<file path="src/rtl/state_history_reader_if.sv">
// Beat stream from the state history reader to its sink: word, beat index, valid/ready.
interface state_history_reader_if #(
  parameter int bits = 1
);
  logic [bits-1:0] oData;
  logic [2:0]      oIdx;
  logic            oValid;
  logic            iReady;

  modport master (output oData, oIdx, oValid, input iReady);
  modport slave  (input oData, oIdx, oValid, output iReady);
endinterface

</file>
<file path="src/rtl/state_history_reader.sv">
// Snapshots the logger's state history and streams it newest-to-oldest over a valid/ready link.
// Optional macro STATE_READER_CHECKSUM_EN appends an XOR checksum beat after the oldest word.
//
// state | meaning
// IDLE  | waiting for iStart; oData keeps the last word sent
// SEND  | streaming snapshot beats, one per accepted handshake
// DONE  | single cycle: oDone pulse, oClear if requested at start
module state_history_reader #(
  parameter int bits = 1
) (
  input  logic            iClk,
  input  logic            iRst,
  input  logic            iStart,
  input  logic            iClearAfter,
  input  logic [bits-1:0] iCurrent,
  input  logic [bits-1:0] iPrev2,
  input  logic [bits-1:0] iPrev1,
  input  logic [bits-1:0] iPrev0,
  output logic            oBusy,
  output logic            oDone,
  output logic            oClear,
  state_history_reader_if.master rd
);

  typedef enum logic [1:0] {IDLE, SEND, DONE} state_t;

`ifdef STATE_READER_CHECKSUM_EN
  localparam logic [2:0] LAST_IDX = 3'd4;
`else
  localparam logic [2:0] LAST_IDX = 3'd3;
`endif

  state_t          state;
  logic [bits-1:0] snap_cur;
  logic [bits-1:0] snap_p2;
  logic [bits-1:0] snap_p1;
  logic [bits-1:0] snap_p0;
  logic            clr_flag;
  logic [2:0]      idx_next;
  logic [bits-1:0] next_word;

  assign idx_next = rd.oIdx + 3'd1;

  // Word for the beat after the current one; beat 0 is loaded straight from iCurrent.
  always_comb begin
    next_word = '0;
    case (idx_next)
      3'd1:    next_word = snap_p2;
      3'd2:    next_word = snap_p1;
      3'd3:    next_word = snap_p0;
`ifdef STATE_READER_CHECKSUM_EN
      3'd4:    next_word = snap_cur ^ snap_p2 ^ snap_p1 ^ snap_p0;
`endif
      default: next_word = '0;
    endcase
  end

  always_ff @(posedge iClk) begin
    if (iRst) begin
      state     <= IDLE;
      snap_cur  <= '0;
      snap_p2   <= '0;
      snap_p1   <= '0;
      snap_p0   <= '0;
      clr_flag  <= 1'b0;
      rd.oData  <= '0;
      rd.oIdx   <= 3'd0;
      rd.oValid <= 1'b0;
      oBusy     <= 1'b0;
      oDone     <= 1'b0;
      oClear    <= 1'b0;
    end else begin
      case (state)
        IDLE: begin
          oDone  <= 1'b0;
          oClear <= 1'b0;
          if (iStart) begin
            snap_cur  <= iCurrent;
            snap_p2   <= iPrev2;
            snap_p1   <= iPrev1;
            snap_p0   <= iPrev0;
            clr_flag  <= iClearAfter;
            rd.oData  <= iCurrent;
            rd.oIdx   <= 3'd0;
            rd.oValid <= 1'b1;
            oBusy     <= 1'b1;
            state     <= SEND;
          end
        end
        SEND: begin
          if (rd.oValid && rd.iReady) begin
            if (rd.oIdx == LAST_IDX) begin
              rd.oValid <= 1'b0;
              oDone     <= 1'b1;
              oClear    <= clr_flag;
              state     <= DONE;
            end else begin
              rd.oIdx  <= idx_next;
              rd.oData <= next_word;
            end
          end
        end
        DONE: begin
          oDone  <= 1'b0;
          oClear <= 1'b0;
          oBusy  <= 1'b0;
          state  <= IDLE;
        end
        default: begin
          rd.oValid <= 1'b0;
          oBusy     <= 1'b0;
          oDone     <= 1'b0;
          oClear    <= 1'b0;
          state     <= IDLE;
        end
      endcase
    end
  end

endmodule
</file>
<file path="src/flat_wrapper.sv">
// flat-port wrapper written by rule: the top's interface ports become plain ports
module state_history_reader_flat 
#(
  parameter int bits = 1
)
  (iClk, iRst, iStart, iClearAfter, iCurrent, iPrev2, iPrev1, iPrev0, oBusy, oDone, oClear, rd_oData, rd_oIdx, rd_oValid, rd_iReady);
  state_history_reader_if #(.bits(bits)) rd_i ();
  input  logic iClk;
  input  logic iRst;
  input  logic iStart;
  input  logic iClearAfter;
  input  logic [bits-1:0] iCurrent;
  input  logic [bits-1:0] iPrev2;
  input  logic [bits-1:0] iPrev1;
  input  logic [bits-1:0] iPrev0;
  output logic oBusy;
  output logic oDone;
  output logic oClear;
  output wire logic [$bits(rd_i.oData)-1:0] rd_oData;
  output wire logic [$bits(rd_i.oIdx)-1:0] rd_oIdx;
  output wire logic [$bits(rd_i.oValid)-1:0] rd_oValid;
  input wire logic [$bits(rd_i.iReady)-1:0] rd_iReady;
  assign rd_oData = rd_i.oData;
  assign rd_oIdx = rd_i.oIdx;
  assign rd_oValid = rd_i.oValid;
  assign rd_i.iReady = rd_iReady;
  state_history_reader #(.bits(bits)) u_core (.iClk(iClk), .iRst(iRst), .iStart(iStart), .iClearAfter(iClearAfter), .iCurrent(iCurrent), .iPrev2(iPrev2), .iPrev1(iPrev1), .iPrev0(iPrev0), .oBusy(oBusy), .oDone(oDone), .oClear(oClear), .rd(rd_i));
endmodule
</file>
<file path="config.mk">
export PLATFORM = sky130hd
export DESIGN_NAME = state_history_reader_flat
export DESIGN_NICKNAME = d
export VERILOG_FILES = /design/src/rtl/state_history_reader_if.sv /design/src/rtl/state_history_reader.sv /design/src/flat_wrapper.sv
export SDC_FILE = /design/constraint.sdc
export NUM_CORES = 1
export LEC_CHECK = 0
export ABC_AREA = 0
export BUFFER_PORTS_ARGS = -buffer_cell sky130_fd_sc_hd__buf_4
export CORE_UTILIZATION = 43
export CTS_CLUSTER_DIAMETER = 60
export DETAILED_ROUTE_END_ITERATION = 10
export PLACE_DENSITY_LB_ADDON = 0.2
export SLEW_MARGIN = 10
export SYNTH_ARGS = -nofsm -noshare
export SYNTH_HDL_FRONTEND = slang
export SYNTH_SLANG_ARGS = --single-unit
</file>
<file path="constraint.sdc">
create_clock -name iClk -period 3.3 [get_ports iClk]
set_input_delay 0.66 -clock iClk [delete_from_list [all_inputs] [get_ports iClk]]
set_output_delay 0.66 -clock iClk [all_outputs]
set_load 0.01 [all_outputs]
</file>
[After elaboration in Yosys (flattened, before gate mapping)]
Cells that the tools add are included.
Cells by class
  add/sub/neg operators: 1
  bitwise gates (word level): 2
  equality and inequality tests: 10
  multiplexer cells: 18
  reductions and logical operators: 10
Operators by type and width (count)
  3-bit by 2-bit equality test with 1-bit output (second input constant): 3
  3-bit 2-to-1 mux: 3
  4-bit AND reduction: 2
  1-bit 2-to-1 mux: 6
  2-bit 2-to-1 mux: 3
  1-bit one-hot mux with 3 select lines: 2
  3-bit one-hot mux with 2 select lines: 1
  2-bit AND reduction: 3
  2-bit by 1-bit != test with 1-bit output (second input constant): 2
  2-bit != test (second input constant): 2
  1-bit one-hot mux with 2 select lines: 2
  2-bit one-hot mux with 2 select lines: 1
  3-bit by 1-bit adder with 3-bit output (second input constant): 1
  3-bit by 1-bit equality test with 1-bit output (second input constant): 1
  3-bit AND reduction: 1
  2-bit by 1-bit equality test with 1-bit output (second input constant): 1
  2-bit equality test (second input constant): 1
  2-bit zero test: 1
  1-bit inverter: 2
  2-bit nonzero test: 1
  2-bit OR reduction: 1
  1-bit logical AND: 1
Word-level totals
  output and inout bits: 8
  register bits: 14

[Longest topological paths before layout]
  depth in word-level cells: 6
  mapped depth: 5
  depth with buffers taken out: 5

[Worst setup path before layout]
OpenSTA, ideal clock, no wires.
  path kind: flip-flop to flip-flop
  start point: reg u_core.rd.oIdx[0]
  end point: reg u_core.rd.oData
  buffers on the path: 0
  library setup time: 103 ps
  slack: 1782 ps
  cell stages (with the launch flop): 6
  arrival: 1415 ps
  period minus slack after synthesis: 1518 ps
  cell sequence: dfxtp_1 -> ha_1 -> ha_1 -> and4b_4 -> o21ba_4 -> a2111oi_2
On the way
  cells in the longest elaborated chain, start to end: 6
  elaborated cells between the ends (all ways): 11
  classes of those cells: 1 x add/sub; 5 x eq/ne; 4 x mux; 1 x reduce/logical
Ends and longest elaborated chain
  start, declared: RTL line state_history_reader_if.sv:10  | modport master (output oData, oIdx, oValid, input iReady);
  start signal, assigned: RTL line state_history_reader.sv:98  | rd.oIdx <= idx_next;
  3-bit by 1-bit adder with 3-bit output: RTL line state_history_reader.sv:42  | assign idx_next = rd.oIdx + 3'd1;
  3-bit by 2-bit equality test with 1-bit output / 3-bit by 1-bit equality test with 1-bit output (equally long branches): RTL line state_history_reader.sv:47  | case (idx_next)
  1-bit one-hot mux with 3 select lines: RTL line state_history_reader.sv:47
  1-bit 2-to-1 mux: RTL line state_history_reader.sv:92  | if (rd.oIdx == LAST_IDX) begin
  1-bit 2-to-1 mux: RTL line state_history_reader.sv:91  | if (rd.oValid && rd.iReady) begin
  1-bit one-hot mux with 2 select lines: RTL line state_history_reader.sv:73  | case (state)
  end signal, assigned: RTL line state_history_reader.sv:83  | rd.oData <= iCurrent;
  end signal, assigned: RTL line state_history_reader.sv:99  | rd.oData <= next_word;
  end, declared: RTL line state_history_reader_if.sv:10
Several ways; a longest one is shown, not always the timed one. The select of a mux whose other input is x is not followed.
A chain may end at the register's enable or synchronous reset.

[Worst setup path in the final report]
Same ends and word-level chain as after synthesis.

==> flow_summary.json <==
{
  "die_width_um": 40.1,
  "wl_per_cell_um": 12.2,
  "synth_area_leaders": "dfxtp_1 (45%), ha_1 (10%), mux2i_1 (8.0%)",
  "first_global_vias": 436,
  "core_area_um2": 1330,
  "vias_per_cell": 5.26,
  "gr-total-overflow": 0,
  "finalHoldViolCount": 0,
  "start_kind": "flop",
  "fill_cells": 121,
  "p_per_area_nw_per_um2": 445,
  "slew_violations": 0,
  "insertion_delay_ns": 0.29,
  "start_util": 0.469,
  "holdPathStages": 2,
  "async_reset_ff_frac": 0,
  "numCtsBuffers": 3,
  "io_pins": 17,
  "cts_resized": 0,
  "area_growth_pct": 27.4,
  "relSlewSlack": 0.696,
  "grt_setup_unrepaired": "no",
  "gp_congestion": 0.706,
  "portBuffers": 16,
  "row_count": 13,
  "grt_pass1_wl_um": 1900,
  "hp-class": "reg -> reg",
  "setup_viol": 0,
  "root_buffer": "clkbuf_4",
  "vdd_drop_max_mv": 0.335,
  "vias": 505,
  "power.leakage_nw": 0.347,
  "rr_worst_depth": 5,
  "path_max_fanout": 6,
  "postSynthNetCount": 76,
  "arrival_ns": 1.83,
  "synth-seq-area-share": 0.448,
  "yosysUniqueCellTypes": 23,
  "worst-path-stages": 5,
  "cts_tree": "done",
  "critPathTopFamily": "compound AO/OA/AOI/OAI gates",
  "drtAntennaViolNets": 0,
  "critPathSlowestCell": "dfxtp_1",
  "path_buf_inv": 0,
  "yosys-top-cells-count": "dfxtp_1 (14), nor2_1 (7), ha_1 (5), inv_1 (5), mux2i_1 (5)",
  "die_y_um": 40.1,
  "drcViolationCount": 0,
  "seqCellArea_um2": 280,
  "cpPeakStageDelay_ns": 0.44,
  "cts_hold_buffers": 0,
  "ctsLongestPathBuffers": 2,
  "die_area_um2": 1610,
  "routed_wl_um": 1180,
  "yosysTopAreaCell": "dfxtp_1",
  "dp_cells": 92,
  "placed_area_um2": 761,
  "cpMostUsedCell": "ha_1",
  "worst_pin_slew_ns": 0.454,
  "finalCritPeriodShare": 0.496,
  "synth-edff-count": 0,
  "yosys_warnings": 0,
  "end_kind": "flop",
  "fmax_mhz": 611,
  "grt_max_degree": 12,
  "whs_ns": 0.450,
  "cts.sinks": 14,
  "synth.most_common_cell": "dfxtp_1",
  "drt_iter0_markers": 8,
  "final_nets": 96,
  "dp_hpwl_um": 904,
  "yosysTopAreaCellShare": 0.448,
  "cts_setup_buffers": 0,
  "h-tree-depth": 1,
  "path_clk_slew_ns": 0.09,
  "final_area_um2": 797,
  "fin_setup_tns_ns": 0,
  "drive_above_1_share": 0.296,
  "required_ns": 3.49,
  "avgSynthCellArea_um2": 10.1,
  "grt_usage": 0.191,
  "worstSetupPathType": "reg -> reg",
  "status": "completed",
  "drt_first_pass_iters": 4,
  "finalCriticalPeriod_ns": 1.64,
  "diodes": 0,
  "drv_cap": 0,
  "final_cells": 96,
  "synth_seq_cells": 14,
  "fin_skew_ns": 0.00528,
  "multi_input_area_um2": 323,
  "syn-cell-area_um2": 626,
  "crit_chain": "ha_1, ha_1, and4b_4, o21ba_4, a2111oi_2",
  "synth_cells": 62,
  "antenna_found_initial": 0,
  "ys.flop_type": "dfxtp_1"
}
report_power, final:
group | leakage (nW) | internal (mW) | total [mW] | switching [mW]
sequential | 0.115 | 0.177 | 0.184 | 0.00740
clock | 0.0210 | 0.0673 | 0.126 | 0.0582
combinational | 0.211 | 0.0248 | 0.0450 | 0.0202
total | 0.347 | 0.269 | 0.355 | 0.0859
through the flow:
step	setup WS (ns)	util	power [mW]
2_1_floorplan	1.78	-	0.214
3_3_place_gp	1.71	0.570	0.232
3_5_place_dp	1.67	0.570	0.234
4_1_cts	1.65	0.598	0.360
5_1_grt	1.54	0.598	0.372
6_report	1.66	0.598	0.355
final timing paths:
| check | start | end | slack (ns) |
|---|---|---|---|
| max | u_core.rd.oIdx[0] | u_core.rd.oData | 1.66 |
| max reg2reg | u_core.rd.oIdx[0] | u_core.rd.oData | 1.66 |
| min | u_core.oDone | u_core.oDone | 0.45 |
| min reg2reg | u_core.oDone | u_core.oDone | 0.45 |
cell usage in the layout, fill, tap and decap left out, types with 2 or more instances in the layout:
cell	Yosys	final
buf_4	0	16
dfxtp_1	14	14
nor2_1	7	7
inv_1	5	5
mux2i_1	5	5
ha_1	5	5
a21oi_1	4	4
nand2_1	3	3
clkbuf_4	0	3
nand3_1	2	2
nor2b_1	2	2
nor3_1	2	2
flip-flops by register name (all words and copies together), names as in the netlist:
signal,cells
u_core.rd.oIdx,3
u_core.oClear,1
u_core.state,2
u_core.snap_p1,1
u_core.snap_p2,1
u_core.oBusy,1
u_core.rd.oValid,1
u_core.oDone,1
u_core.snap_p0,1
u_core.clr_flag,1
u_core.rd.oData,1
cell families after synthesis:
| group | Yosys count | share of synthesized area |
|---|---|---|
| and+or+nand+nor | 20 | 0.176 |
| DFF | 14 | 0.448 |
| AOI/OAI and AO/OA | 12 | 0.160 |
| buffers and inverters | 6 | 0.0360 |
| muxes | 5 | 0.0800 |
| adders and majority gates | 5 | 0.100 |
layer usage:
layer	routed length, um	GRT usage
met1	570	0.236
met3	91	0.100
met4	19	0.0776
met2	494	0.274
met5	0	0
worst min-delay path, cell delays in order (launching register included):
cell,delay (ns)
dfxtp_1,0.32
inv_1,0.05
a21oi_1,0.05
cell type report:
type                       instances  area share
multi-input combinational         42       0.405
sequential                        14       0.352
timing repair buffer              16       0.151
clock buffer                       4      0.0455
inverter                           5      0.0235
tap                               15      0.0235
No activity file was read; power rests on OpenSTA's default activity.
